### src/rtl/mem_arbiter.sv
// Shares one single-port memory between fetch and data ports, one access in
// flight, round-robin on ties, and a per-access timeout that returns an error.
module mem_arbiter #(
    parameter int DATA_WIDTH = 32,
    parameter int TIMEOUT    = 15
) (
    input  logic                  clk,
    input  logic                  rst,
    input  logic                  if_req_i,
    input  logic [DATA_WIDTH-1:0] if_addr_i,
    output logic [DATA_WIDTH-1:0] if_rdata_o,
    output logic                  if_valid_o,
    output logic                  if_err_o,
    input  logic                  d_req_i,
    input  logic                  d_we_i,
    input  logic [DATA_WIDTH-1:0] d_addr_i,
    input  logic [DATA_WIDTH-1:0] d_wdata_i,
    input  logic [3:0]            d_be_i,
    output logic [DATA_WIDTH-1:0] d_rdata_o,
    output logic                  d_valid_o,
    output logic                  d_err_o,
    output logic                  mem_req_o,
    output logic                  mem_we_o,
    output logic [DATA_WIDTH-1:0] mem_addr_o,
    output logic [DATA_WIDTH-1:0] mem_wdata_o,
    output logic [3:0]            mem_be_o,
    input  logic                  mem_gnt_i,
    input  logic                  mem_rvalid_i,
    input  logic [DATA_WIDTH-1:0] mem_rdata_i
);

    typedef enum logic [1:0] {IDLE, REQ, RESP} state_e;

    localparam logic [7:0] CNT_LAST = 8'(TIMEOUT - 1);

    state_e                state_q, state_d;
    logic                  owner_q, owner_d;
    logic                  last_q, last_d;
    logic                  req_q, req_d;
    logic                  we_q, we_d;
    logic [3:0]            be_q, be_d;
    logic [DATA_WIDTH-1:0] addr_q, addr_d;
    logic [DATA_WIDTH-1:0] wdata_q, wdata_d;
    logic [7:0]            cnt_q, cnt_d;
    logic [DATA_WIDTH-1:0] if_rdata_q, if_rdata_d;
    logic [DATA_WIDTH-1:0] d_rdata_q, d_rdata_d;
    logic                  if_valid_q, if_valid_d;
    logic                  d_valid_q, d_valid_d;
    logic                  if_err_q, if_err_d;
    logic                  d_err_q, d_err_d;
    logic                  pick_d;
    logic                  fin;
    logic                  fin_err;

    always_comb begin
        state_d    = state_q;
        owner_d    = owner_q;
        last_d     = last_q;
        req_d      = req_q;
        we_d       = we_q;
        be_d       = be_q;
        addr_d     = addr_q;
        wdata_d    = wdata_q;
        cnt_d      = cnt_q;
        if_rdata_d = if_rdata_q;
        d_rdata_d  = d_rdata_q;
        if_valid_d = 1'b0;
        d_valid_d  = 1'b0;
        if_err_d   = 1'b0;
        d_err_d    = 1'b0;
        fin        = 1'b0;
        fin_err    = 1'b0;
        // owner/last encoding: 1 = data port, 0 = fetch port
        pick_d     = d_req_i && (!if_req_i || !last_q);

        unique case (state_q)
            IDLE: begin
                if (if_req_i || d_req_i) begin
                    state_d = REQ;
                    req_d   = 1'b1;
                    cnt_d   = '0;
                    owner_d = pick_d;
                    last_d  = pick_d;
                    if (pick_d) begin
                        addr_d  = d_addr_i;
                        wdata_d = d_wdata_i;
                        be_d    = d_be_i;
                        we_d    = d_we_i;
                    end else begin
                        addr_d  = if_addr_i;
                        wdata_d = '0;
                        be_d    = 4'hF;
                        we_d    = 1'b0;
                    end
                end
            end
            REQ: begin
                cnt_d = cnt_q + 8'd1;
                if (cnt_q == CNT_LAST) begin
                    fin     = 1'b1;
                    fin_err = 1'b1;
                end else if (mem_gnt_i) begin
                    state_d = RESP;
                    req_d   = 1'b0;
                end
            end
            RESP: begin
                cnt_d = cnt_q + 8'd1;
                if (mem_rvalid_i) begin
                    fin = 1'b1;
                end else if (cnt_q == CNT_LAST) begin
                    fin     = 1'b1;
                    fin_err = 1'b1;
                end
            end
            default: state_d = IDLE;
        endcase

        if (fin) begin
            state_d = IDLE;
            req_d   = 1'b0;
            cnt_d   = '0;
            if (owner_q) begin
                d_valid_d = 1'b1;
                d_err_d   = fin_err;
                if (fin_err) begin
                    d_rdata_d = '0;
                end else if (!we_q) begin
                    d_rdata_d = mem_rdata_i;
                end
            end else begin
                if_valid_d = 1'b1;
                if_err_d   = fin_err;
                if_rdata_d = fin_err ? '0 : mem_rdata_i;
            end
        end
    end

    always_ff @(posedge clk or negedge rst) begin
        if (!rst) begin
            state_q    <= IDLE;
            owner_q    <= 1'b0;
            last_q     <= 1'b0;
            req_q      <= 1'b0;
            we_q       <= 1'b0;
            be_q       <= '0;
            addr_q     <= '0;
            wdata_q    <= '0;
            cnt_q      <= '0;
            if_rdata_q <= '0;
            d_rdata_q  <= '0;
            if_valid_q <= 1'b0;
            d_valid_q  <= 1'b0;
            if_err_q   <= 1'b0;
            d_err_q    <= 1'b0;
        end else begin
            state_q    <= state_d;
            owner_q    <= owner_d;
            last_q     <= last_d;
            req_q      <= req_d;
            we_q       <= we_d;
            be_q       <= be_d;
            addr_q     <= addr_d;
            wdata_q    <= wdata_d;
            cnt_q      <= cnt_d;
            if_rdata_q <= if_rdata_d;
            d_rdata_q  <= d_rdata_d;
            if_valid_q <= if_valid_d;
            d_valid_q  <= d_valid_d;
            if_err_q   <= if_err_d;
            d_err_q    <= d_err_d;
        end
    end

    assign if_rdata_o  = if_rdata_q;
    assign if_valid_o  = if_valid_q;
    assign if_err_o    = if_err_q;
    assign d_rdata_o   = d_rdata_q;
    assign d_valid_o   = d_valid_q;
    assign d_err_o     = d_err_q;
    assign mem_req_o   = req_q;
    assign mem_we_o    = we_q;
    assign mem_be_o    = be_q;
    assign mem_addr_o  = addr_q;
    assign mem_wdata_o = wdata_q;

endmodule

### config.mk
export PLATFORM = sky130hd
export DESIGN_NAME = mem_arbiter
export DESIGN_NICKNAME = d
export VERILOG_FILES = /design/src/rtl/mem_arbiter.sv
export SDC_FILE = /design/constraint.sdc
export NUM_CORES = 1
export LEC_CHECK = 0
export CAP_MARGIN = 20
export CORE_UTILIZATION = 42
export CTS_BUF_LIST = sky130_fd_sc_hd__clkbuf_16
export CTS_CLUSTER_SIZE = 24
export DETAILED_ROUTE_END_ITERATION = 12
export HOLD_SLACK_MARGIN = 0.15
export PLACE_DENSITY = 0.89
export SETUP_SLACK_MARGIN = 0.05
export SLEW_MARGIN = 5
export SYNTH_ARGS = -nofsm -noshare
export SYNTH_HDL_FRONTEND = slang
export SYNTH_SLANG_ARGS = --single-unit
export TNS_END_PERCENT = 30
### constraint.sdc
create_clock -name clk -period 3 [get_ports clk]
set_input_delay 0.6 -clock clk [delete_from_list [all_inputs] [get_ports clk]]
set_output_delay 0.6 -clock clk [all_outputs]
set_load 0.01 [all_outputs]
Word-level counts from Yosys, hierarchy flattened
Index checks and enable logic that the tools add are counted.
{"block": "op_classes", "n_mux": 33, "n_eq_ne": 8, "bitwise": 1, "n_reduce_logical": 15, "add_sub_neg": 1}
{"operator": "two-way mux 32 bit", "count": 5}
{"operator": "two-way mux 1 bit", "count": 16}
{"operator": "two-way mux 8 bit", "count": 2}
{"operator": "one-hot mux 8 bit (2 select lines)", "count": 1}
{"operator": "inequality test 3 bit, second input constant", "count": 3}
{"operator": "adder 8 x 1 -> 8 bit, second input constant", "count": 1}
{"operator": "== test 8 x 4 -> 1 bit, second input constant", "count": 1}
{"operator": "two-way mux 2 bit", "count": 4}
{"operator": "AND reduction 4 bit", "count": 2}
{"operator": "one-hot mux 1 bit (2 select lines)", "count": 3}
{"operator": "one-hot mux 2 bit (3 select lines)", "count": 1}
{"operator": "AND reduction 2 bit", "count": 3}
{"operator": "nonzero test 3 bit", "count": 2}
{"operator": "two-way mux 4 bit", "count": 1}
{"operator": "AND reduction 3 bit", "count": 1}
{"operator": "== test 2 x 1 -> 1 bit, second input constant", "count": 1}
{"operator": "== test 2 bit, second input constant", "count": 1}
{"operator": "zero test 1 bit", "count": 2}
{"operator": "zero test 2 bit", "count": 1}
{"operator": "logical OR 1 bit", "count": 2}
{"operator": "inequality test 2 x 1 -> 1 bit, second input constant", "count": 1}
{"operator": "inequality test 2 bit, second input constant", "count": 1}
{"operator": "OR reduction 2 bit", "count": 1}
{"operator": "logical AND 1 bit", "count": 1}
{"operator": "inverter 1 bit", "count": 1}
{"block": "totals", "regBits": 149, "elab_cells": 72, "inputBits": 139, "out_inout_bits": 138}

Longest topological paths before layout
Gate-level depths: netlist of the first run.
{"block": "logic_depth", "word_depth": 6, "mapped_depth": 10, "ltp_nobuf": 6}

Worst setup path after synthesis of the first run
OpenSTA, ideal clock, no wires.
{"block": "synth_path", "path_kind": "register to register", "startpoint": "register state_q[0]", "endpoint": "register d_rdata_q[10], in the netlist d_rdata_o[10]", "path_buffers": 3, "stages_incl_launch_ff": 10, "path_slack_ns": 0.857, "setup_time_ns": 0.121, "t_arrival_ns": 2.022, "required_time_ns": 2.879, "synth_period_minus_slack_ns": 2.143, "path_cell_list": "dfrtp_1 inv_1 ha_1 clkbuf_1 o21ai_0 o31a_1 buf_6 a211o_4 buf_6 a22o_1"}
{"block": "synth_via", "elab_chain_len": 4, "elab_cells_between_ends": 7, "classes_between": "eq/ne: 3; mux: 3; reduce/logical: 1"}
{"item": "start, declared", "line": "36", "rtl": "state_e state_q, state_d;"}
{"item": "start signal, assigned", "line": "157", "rtl": "state_q <= state_d;"}
{"item": "== test 2 bit or == test 2 x 1 -> 1 bit (tied branches)", "line": "76", "rtl": "unique case (state_q)"}
{"item": "one-hot mux 1 bit (2 select lines)", "line": "76"}
{"item": "inequality test 2 x 1 -> 1 bit (no line)"}
{"item": "AND reduction 3 bit (no line)"}
{"item": "end signal, assigned", "line": "167", "rtl": "d_rdata_q <= d_rdata_d;"}
{"item": "end, declared", "line": "46", "rtl": "logic [DATA_WIDTH-1:0] d_rdata_q, d_rdata_d;"}
Several ways; a longest one is shown, not always the timed one.
A chain may end at the register's enable or synchronous reset.

Worst setup path in the final report of the first run
{"block": "layout_path", "startpoint": "register state_q[0]", "endpoint": "register if_rdata_q[12], in the netlist if_rdata_o[12]"}
{"block": "layout_via", "elab_chain_len": 3, "elab_cells_between_ends": 6, "classes_between": "eq/ne: 2; mux: 3; reduce/logical: 1"}
{"item": "== test 2 bit or == test 2 x 1 -> 1 bit (tied branches)", "line": "76"}
{"item": "one-hot mux 1 bit (2 select lines)", "line": "76"}
{"item": "two-way mux 32 bit or AND reduction 2 bit (tied branches)"}
{"item": "end signal, assigned", "line": "166", "rtl": "if_rdata_q <= if_rdata_d;"}
{"item": "end, declared", "line": "45", "rtl": "logic [DATA_WIDTH-1:0] if_rdata_q, if_rdata_d;"}
Several ways; a longest one is shown, not always the timed one.

==> impl_metrics.yaml, run 1 <==
status:
  status: "finished clean"
route:
  viasPerCell: 5.44
  dr.pass1.iters: 5
  finalWirelength_um: 17800
  vias: 5444
  dr.first_iter.drc_count: 452
  routedWlPerCell_um: 17.8
  ant_nets: 0
  route.detailed.drc: 0
worst_setup_path:
  r2r_cells: 7
  crit_buf_inv: 2
  rr_endpoint: "if_rdata_o[12]"
  cpLargestDelayFamily: "compound AO/OA/AOI/OAI gates"
  r2r_slack_ns: 0.64
  path_common_cell: "o21ai_0"
  endpoint_kind: "register"
  slowest_stage: "ha_1"
  critical_path_class: "reg2reg"
  cp_num_cells: 7
  crit_start: "state_q[0]"
  arrival_ns: 2.63
  cp-endpoint: "if_rdata_o[12]"
  startpoint_type: "register"
  crit_path_cell_trace: "inv_1, ha_1, o21ai_0, o31a_2, buf_4, o21ai_0, o31ai_1"
  cp.required_ns: 3.27
  slowest_delay_ns: 0.45
  r2r_start: "state_q[0]"
  path_max_fanout: 68
sta:
  slew_headroom_pct: 41.8
  hold_ws_ns: 0.479
  setup_viol: 0
  setup-tns-final_ns: 0
  fmax_ghz: 0.423
  worst_pin_slew_ns: 0.862
  period_minus_slack_ns: 2.36
  rsz0062_at_grt: "false"
  period_share_pct: 78.7
  hold_violations: 0
  final_max_slew_viol_count: 0
  finalClockSkew_ns: 0.00797
synth:
  synthFlopType: "dfrtp_1"
  synth.distinct_cells: 41
  synth.net_count: 689
  yosysTopAreaCellShare_pct: 59.3
  ys_ff_latch: 149
  synth_warnings: 0
  ys_seq_area_share_pct: 59.3
  async_reset_ff_share_pct: 100
  synth_area_per_cell_um2: 11.6
  synth_edf_count: 0
  synth_area_mm2: 0.00629
  synthCells: 543
  synth_area_leaders: "dfrtp_1, a22o_1, o21ai_0, mux2i_1, nand2_1"
  yosysTopAreaCell: "dfrtp_1"
clock_network:
  tritoncts: "done"
  postCtsSetupBuffers: 0
  numClockSinks: 149
  clock-root-buffer: "clkbuf_16"
  cts_buffers: 17
  clk_pin_slew_worst_paths_ns: 0.06
  htree_levels: 4
  clk_path_buf_depth: 2
  clock_latency_ns: 0.42
pwr:
  powerDensity_mw_per_mm2: 1030
  clkPwrFrac_pct: 21.0
  pwr-share-comb_pct: 44.2
  vdd_drop_max_mv: 0.494
  netSwitchingPower_mw: 3.39
  p_seq_share_pct: 34.8
  intPower_mw: 6.70
  p_leak_nw: 4.27
  p_sw_share_pct: 33.6
floorplan:
  dieArea_mm2: 0.0155
  ios: 277
  core_region_area_mm2: 0.0146
  row_count: 44
  die_h_um: 124
  start_util_pct: 43.1
  die_w_um: 124
finish:
  final_cell_mix: "clkdlybuf4s50_1, dfrtp_1, nand2_1"
  final_common_cell: "clkdlybuf4s50_1"
  diodes: 0
  drive_gt1_share_pct: 6.25
  nets: 949
  area_growth_pct: 55.9
global_route:
  grt.overflow.total: 0
  grt_max_degree: 82
  grt_pass1_vias: 5449
  antenna_found_initial: 0
  grt_pass1_wl_um: 29000
  grt_usage_pct: 23.9
job:
  drv_cap: 0
placement:
  io_buffers: 276
  hpwl_um: 12500
  gp_congestion: 0.817
worst_hold_path:
  min_path_cells: 2
  hold_class: "reg2reg"
## synth_stat cells, drive strengths merged (2+ instances only)
cell type / count
nor2b: 3
a22o: 65
dfrtp: 149
nor2: 6
nand2b: 3
nor3b: 2
a21oi: 3
nor3: 3
or4: 3
ha: 7
inv: 6
o31ai: 33
nand2: 74
o2111ai: 2
o311ai: 4
o21ai: 70
o22a: 5
or2: 2
nand3: 7
clkbuf: 33
mux2i: 33
nand4b: 2
buf: 13
## area by class of cell
| class | instances | area [um2] |
|---|---|---|
| Clock inverter | 15 | 164 |
| Fill cell | 1035 | 4780 |
| Clock buffer | 17 | 425 |
| Timing Repair Buffer | 287 | 2890 |
| Tap cell | 184 | 230 |
| Sequential cell | 149 | 3730 |
| Multi-Input combinational cell | 342 | 2350 |
| Inverter | 6 | 22.5 |
## kinds of logic after synthesis
| logic type | synth area share (%) |
|---|---|
| AO/OA/AOI/OAI | 21.7 |
| AND/OR/NAND/NOR | 8.18 |
| flip-flops | 59.3 |
| adder cells (fa/ha/maj) | 1.39 |
| buffers and inverters | 4.02 |
| multiplexers | 5.43 |
## state kept, by name, indices dropped and copies added, names as in the netlist
signal and flops:
state_q 2, mem_addr_o 32, mem_be_o 4, mem_wdata_o 32, d_valid_o 1, last_q 1
cnt_q 8, mem_we_o 1, d_rdata_o 32, if_rdata_o 32, if_valid_o 1, if_err_o 1
mem_req_o 1, d_err_o 1
## through the flow
stage | util [%] | power (mW) | cell area, um2 | cells | worst slack (ns)
after floorplan | - | 5.44 | 6290 | 543 | 0.857
after global placement | 63.1 | 7.83 | 9210 | 967 | 0.615
after detailed placement | 63.1 | 7.98 | 9210 | 967 | 0.564
after CTS | 67.2 | 10.2 | 9810 | 1000 | 0.662
after global routing | 67.2 | 10.7 | 9810 | 1000 | 0.418
final | 67.2 | 10.1 | 9810 | 1000 | 0.638
## how the worst min path moves through the flow
stage / from / end / slack (ns)
CTS: mem_addr_o[12] / mem_addr_o[12] / 0.48
floorplan: rst / cnt_q[0] / 0.30
finish: mem_addr_o[12] / mem_addr_o[12] / 0.48
global route: mem_addr_o[8] / mem_addr_o[8] / 0.51
global placement: mem_addr_o[8] / mem_addr_o[8] / 0.46
detailed placement: mem_addr_o[12] / mem_addr_o[12] / 0.47
## routing by layer
metal,vias up,GRT usage [%],routed length [um]
li1,2513,-,-
met1,2652,29.5,7270
met2,247,39.5,8810
met3,32,6.74,1300
met4,0,9.50,397
met5,-,0,0
## tightest hold or removal path: cells and delay by family (launching register included)
family	cells	cell delay, ns
AND/OR/NAND/NOR	1	0.04
AO/OA/AOI/OAI	1	0.06
flip-flops	1	0.34
## power by group through the flow
stage / Combinational (mW) / Clock, mW / Sequential (mW)
after floorplan: 1.59 / 0 / 3.85
after global placement: 4.33 / 0 / 3.50
after detailed placement: 4.47 / 0 / 3.51
after CTS: 4.49 / 2.16 / 3.52
after global routing: 4.81 / 2.26 / 3.63
final: 4.46 / 2.12 / 3.51
## repair_timing
action / 4_1_cts / 5_1_grt
hold buffers: 1 / 0
resized for setup: 0 / 0
hold endpoints to repair: 11 / 0
No activity file was read; power rests on OpenSTA's default activity.
==> run 2, diff against run 1 <==
Settings changed: CORE_UTILIZATION 42 to 38, PLACE_DENSITY 0.89 to 0.86.
Clock period 3 ns to 1.9 ns, I/O delays scaled along.
==> impl_metrics.yaml, run 2 (same netlist as run 1, synthesis figures left out) <==
status:
  status: "finished, violations left"
  violations: "setup timing"
global_route:
  grt_max_degree: 69
  antenna_found_initial: 1
  grt_pass1_wl_um: 30400
  grt.overflow.total: 0
  grt_usage_pct: 23.9
  grt_pass1_vias: 5699
sta:
  period_share_pct: 105
  hold_violations: 0
  fin_ws_ns: -0.104
  worst_pin_slew_ns: 0.701
  hold_ws_ns: 0.450
  final_max_slew_viol_count: 0
  setup_viol: 52
  fmax_ghz: 0.499
  slew_headroom_pct: 53.3
  finalClockSkew_ns: 0.0120
  period_minus_slack_ns: 2.00
  setup-tns-final_ns: -3.27
  rsz0062_at_grt: "true"
route:
  vias: 5733
  top_layer_used: "met5"
  routedWlPerCell_um: 18.9
  dr.pass1.iters: 4
  dr_wl_met2_um: 10400
  viasPerCell: 5.29
  m1WireLength_um: 7770
  finalWirelength_um: 20500
  ant_nets: 0
  dr.first_iter.drc_count: 318
  route.detailed.drc: 0
  route.met3.wl_um: 1770
worst_setup_path:
  crit_buf_inv: 2
  crit_start: "state_q[1]"
  rr_endpoint: "d_rdata_o[25]"
  cp_num_cells: 7
  slowest_stage: "o31a_4"
  r2r_start: "state_q[1]"
  arrival_ns: 2.31
  cpLargestDelayFamily: "compound AO/OA/AOI/OAI gates"
  endpoint_kind: "register"
  startpoint_type: "register"
  cp-endpoint: "d_rdata_o[25]"
  cp.required_ns: 2.20
  critical_path_class: "reg2reg"
  slowest_delay_ns: 0.39
  crit_path_cell_trace: "inv_2, ha_4, o21ai_2, o31a_4, buf_12, a211o_4, a22o_1"
  r2r_cells: 7
  path_max_fanout: 8
  r2r_slack_ns: -0.10
pwr:
  powerDensity_mw_per_mm2: 1570
  power_mw: 16.6
  p_seq_share_pct: 33.3
  intPower_mw: 10.8
  p_leak_nw: 4.60
  vdd_drop_max_mv: 0.649
  pwr-share-comb_pct: 48.5
  clkPwrFrac_pct: 18.2
  netSwitchingPower_mw: 5.75
  p_sw_share_pct: 34.7
finish:
  fillCellCount: 1257
  diodes: 0
  regArea_mm2: 0.00373
  drive_gt1_share_pct: 14.6
  final_util_pct: 65.9
  final_cell_mix: "clkdlybuf4s50_1, dfrtp_1, nand2_1"
  design_area_mm2: 0.0105
  nets: 1002
  area_growth_pct: 67.5
  stdcell_count: 1083
  multi_input_area_mm2: 0.00255
  final_common_cell: "clkdlybuf4s50_1"
floorplan:
  die_h_um: 131
  ios: 277
  core_region_area_mm2: 0.0160
  dieArea_mm2: 0.0171
  row_count: 46
  start_util_pct: 39.3
  die_w_um: 131
placement:
  io_buffers: 276
  gp_congestion: 0.841
  placed_area_mm2: 0.00960
  hpwl_um: 14100
  placed_cells: 1036
  pre_cts_ws_ns: -0.255
job:
  drv_cap: 0
clock_network:
  clock-root-buffer: "clkbuf_16"
  htree_levels: 4
  clk_path_buf_depth: 2
  cts_buffers: 17
  clk_pin_slew_worst_paths_ns: 0.06
  clock_latency_ns: 0.42
  tritoncts: "done"
  numClockSinks: 149
worst_hold_path:
  hold_class: "in2async"
run 2: cell count changes in the layout (fill, tap and decap cells not counted), sizes merged:
| cell | delta |
|---|---|
| bufinv | -2 |
| a211o | +3 |
| buf | +49 |
| clkinv | +1 |
| clkbuf | +1 |
| inv | -1 |
run 2: worst min path at each step:
| stage | startpoint | end | slack, ns | cells after the start |
|---|---|---|---|---|
| 6_report | rst | mem_addr_o[26] | 0.45 | 2 |
| 5_1_grt | rst | mem_addr_o[26] | 0.48 | 2 |
| 4_1_cts | rst | mem_addr_o[13] | 0.47 | 2 |
| 3_5_place_dp | rst | mem_addr_o[26] | 0.33 | 1 |
| 3_3_place_gp | rst | d_err_o | 0.33 | 1 |
| 2_1_floorplan | rst | cnt_q[0] | 0.08 | 0 |
run 2: cell type report:
class / count / share of cell area [%]
Sequential cell: 149 / 35.4
Timing Repair Buffer: 337 / 32.7
Multi-Input combinational cell: 345 / 24.2
Clock buffer: 17 / 4.04
Tap cell: 216 / 2.57
Clock inverter: 13 / 0.926
Inverter: 6 / 0.214
run 2: power groups by stage:
stage               Clock [mW]  Combinational [mW]  Sequential [mW]
floorplan                    0                2.56             6.09
CTS                       3.07                7.91             5.50
finish                    3.02                8.06             5.52
detailed placement           0                7.59             5.50
global route              3.21                8.67             5.69
global placement             0                7.33             5.47
run 2: worst register-to-register path: stages (launching register included):
cell,delay (ns)
dfrtp_1,0.38
inv_2,0.09
ha_4,0.28
o21ai_2,0.06
o31a_4,0.39
buf_12,0.15
a211o_4,0.34
a22o_1,0.21
run 2: layer usage:
layer | GRT usage, % | vias to the layer above
li1 | - | 2637
met1 | 27.8 | 2767
met2 | 41.1 | 284
met3 | 6.76 | 43
met4 | 10.3 | 2
met5 | 0 | -
run 2: repair_timing:
action | CTS | global route
hold buffers | 1 | 0
setup buffers | 9 | 2
pin swaps | 25 | 9
setup endpoints to repair | 67 | 76
cloned | 5 | 2
gates resized for setup | 43 | 39
hold endpoints to repair | 32 | 0
==> run 3, diff against run 2 <==
Settings changed: CORE_MARGIN from default to 5, HOLD_SLACK_MARGIN 0.15 to default.
==> impl_metrics.yaml, run 3 (same netlist as run 1, synthesis figures left out) <==
status:
  status: "finished, violations left"
  violations: "setup timing"
pwr:
  vdd_drop_max_mv: 0.783
  clkPwrFrac_pct: 19.9
  pwr-share-comb_pct: 46.9
  p_leak_nw: 4.56
  intPower_mw: 10.9
  p_seq_share_pct: 33.3
  netSwitchingPower_mw: 5.80
  p_sw_share_pct: 34.8
  powerDensity_mw_per_mm2: 1590
  power_mw: 16.7
route:
  routedWlPerCell_um: 18.9
  route.met3.wl_um: 1910
  vias: 5728
  viasPerCell: 5.27
  finalWirelength_um: 20600
  top_layer_used: "met4"
  ant_nets: 0
  route.detailed.drc: 0
  m1WireLength_um: 8140
  dr_wl_met2_um: 10100
  dr.first_iter.drc_count: 355
  dr.pass1.iters: 5
placement:
  gp_congestion: 0.818
  io_buffers: 276
  hpwl_um: 14500
floorplan:
  dieArea_mm2: 0.0192
  start_util_pct: 38.3
  die_h_um: 139
  core_region_area_mm2: 0.0164
  die_w_um: 139
  row_count: 47
  ios: 277
worst_setup_path:
  critical_path_class: "reg2reg"
  r2r_slack_ns: -0.13
  r2r_cells: 5
  startpoint_type: "register"
  path_max_fanout: 8
  r2r_start: "cnt_q[7]"
  arrival_ns: 2.33
  rr_endpoint: "d_rdata_o[0]"
  endpoint_kind: "register"
  cp.required_ns: 2.19
  slowest_delay_ns: 0.41
  crit_path_cell_trace: "or3_4, o31a_4, buf_6, a211o_4, a22o_1"
  slowest_stage: "or3_4"
sta:
  setup-tns-final_ns: -3.33
  hold_violations: 0
  rsz0062_at_grt: "true"
  setup_viol: 44
  period_share_pct: 107
  slew_headroom_pct: 58.3
  final_max_slew_viol_count: 0
  fin_ws_ns: -0.135
  finalClockSkew_ns: 0.00895
  fmax_ghz: 0.491
  period_minus_slack_ns: 2.03
  worst_pin_slew_ns: 0.626
clock_network:
  htree_levels: 4
  numClockSinks: 149
  tritoncts: "done"
  clk_path_buf_depth: 2
  clk_pin_slew_worst_paths_ns: 0.06
  cts_buffers: 17
  clock-root-buffer: "clkbuf_16"
  clock_latency_ns: 0.41
global_route:
  grt_pass1_wl_um: 31800
  grt_usage_pct: 20.7
  antenna_found_initial: 0
  grt_pass1_vias: 5836
  grt.overflow.total: 0
  grt_max_degree: 67
worst_hold_path:
  min_path_cells: 2
  min_to: "mem_addr_o[16]"
  hp-start: "mem_addr_o[16]"
  hold_class: "reg2reg"
finish:
  final_common_cell: "clkdlybuf4s50_1"
  drive_gt1_share_pct: 14.0
  final_cell_mix: "clkdlybuf4s50_1, dfrtp_1, nand2_1"
  nets: 1000
  area_growth_pct: 66.8
  diodes: 0
job:
  drv_cap: 0
[run 3: cell count changes in the layout (fill, tap and decap cells not counted), sizes merged]
cell,before,now
clkinv,8,4
clkdlybuf4s50,275,274
clkinvlp,1,3
inv,9,13
buf,60,59
a211o,4,3
dlygate4sd2,0,1
[run 3: worst max path at each step]
stage          cells after the start    startpoint       endpoint
2_1_floorplan                      9    state_q[0]  d_rdata_o[10]
3_3_place_gp                       5  mem_rvalid_i  d_rdata_o[21]
3_5_place_dp                       5  mem_rvalid_i   d_rdata_o[0]
4_1_cts                            5      cnt_q[7]   d_rdata_o[0]
5_1_grt                            8    state_q[0]   d_rdata_o[0]
6_report                           5      cnt_q[7]   d_rdata_o[0]
[run 3: power groups by stage]
| stage | combinational [mW] | clock [mW] | sequential, mW |
|---|---|---|---|
| finish | 7.81 | 3.31 | 5.54 |
| global route | 8.36 | 3.54 | 5.72 |
| CTS | 7.73 | 3.38 | 5.52 |
| detailed placement | 7.52 | 0 | 5.52 |
| global placement | 7.35 | 0 | 5.49 |
| floorplan | 2.56 | 0 | 6.09 |
[run 3: critical path: cells and delay by family, from the launching register on]
kind	cells	cell delay (ns)
flip-flops	1	0.38
AND/OR/NAND/NOR	1	0.41
buffers and inverters	1	0.15
AO/OA/AOI/OAI	3	0.98
[run 3: area by class of cell]
type | instances | area [um2]
Multi-Input combinational cell | 344 | 2470
Clock inverter | 15 | 161
Timing Repair Buffer | 336 | 3410
Tap cell | 220 | 275
Clock buffer | 17 | 425
Sequential cell | 149 | 3730
Inverter | 6 | 22.5
Fill cell | 1209 | 5920
[run 3: repair_timing]
item	in CTS	in global routing
cloned	4	1
buffers inserted	6	5
resized for setup	23	33
pin swaps	33	8
endpoints found under the hold margin	46	0
endpoints found under the setup margin	67	76
hold buffers	1	0
[run 3: metrics by stage]
| step | instance area (um2) | hold slack, ns | util (%) | setup slack (ns) | std cells |
|---|---|---|---|---|---|
| 3_3_place_gp | 9550 | 0.371 | 58.2 | -0.236 | 1038 |
| 6_report | 10500 | 0.478 | 63.9 | -0.135 | 1087 |
| 2_1_floorplan | 6310 | 0.0844 | - | -0.102 | 543 |
| 3_5_place_dp | 9550 | 0.367 | 58.2 | -0.288 | 1038 |
| 4_1_cts | 10300 | 0.483 | 63.1 | -0.116 | 1081 |
| 5_1_grt | 10500 | 0.505 | 63.9 | -0.216 | 1087 |
[run 3: layer usage]
metal / vias to the layer above / track usage (%)
met5: - / 0
met4: 0 / 6.90
met3: 29 / 6.62
met2: 315 / 35.5
met1: 2755 / 24.9
li1: 2629 / -
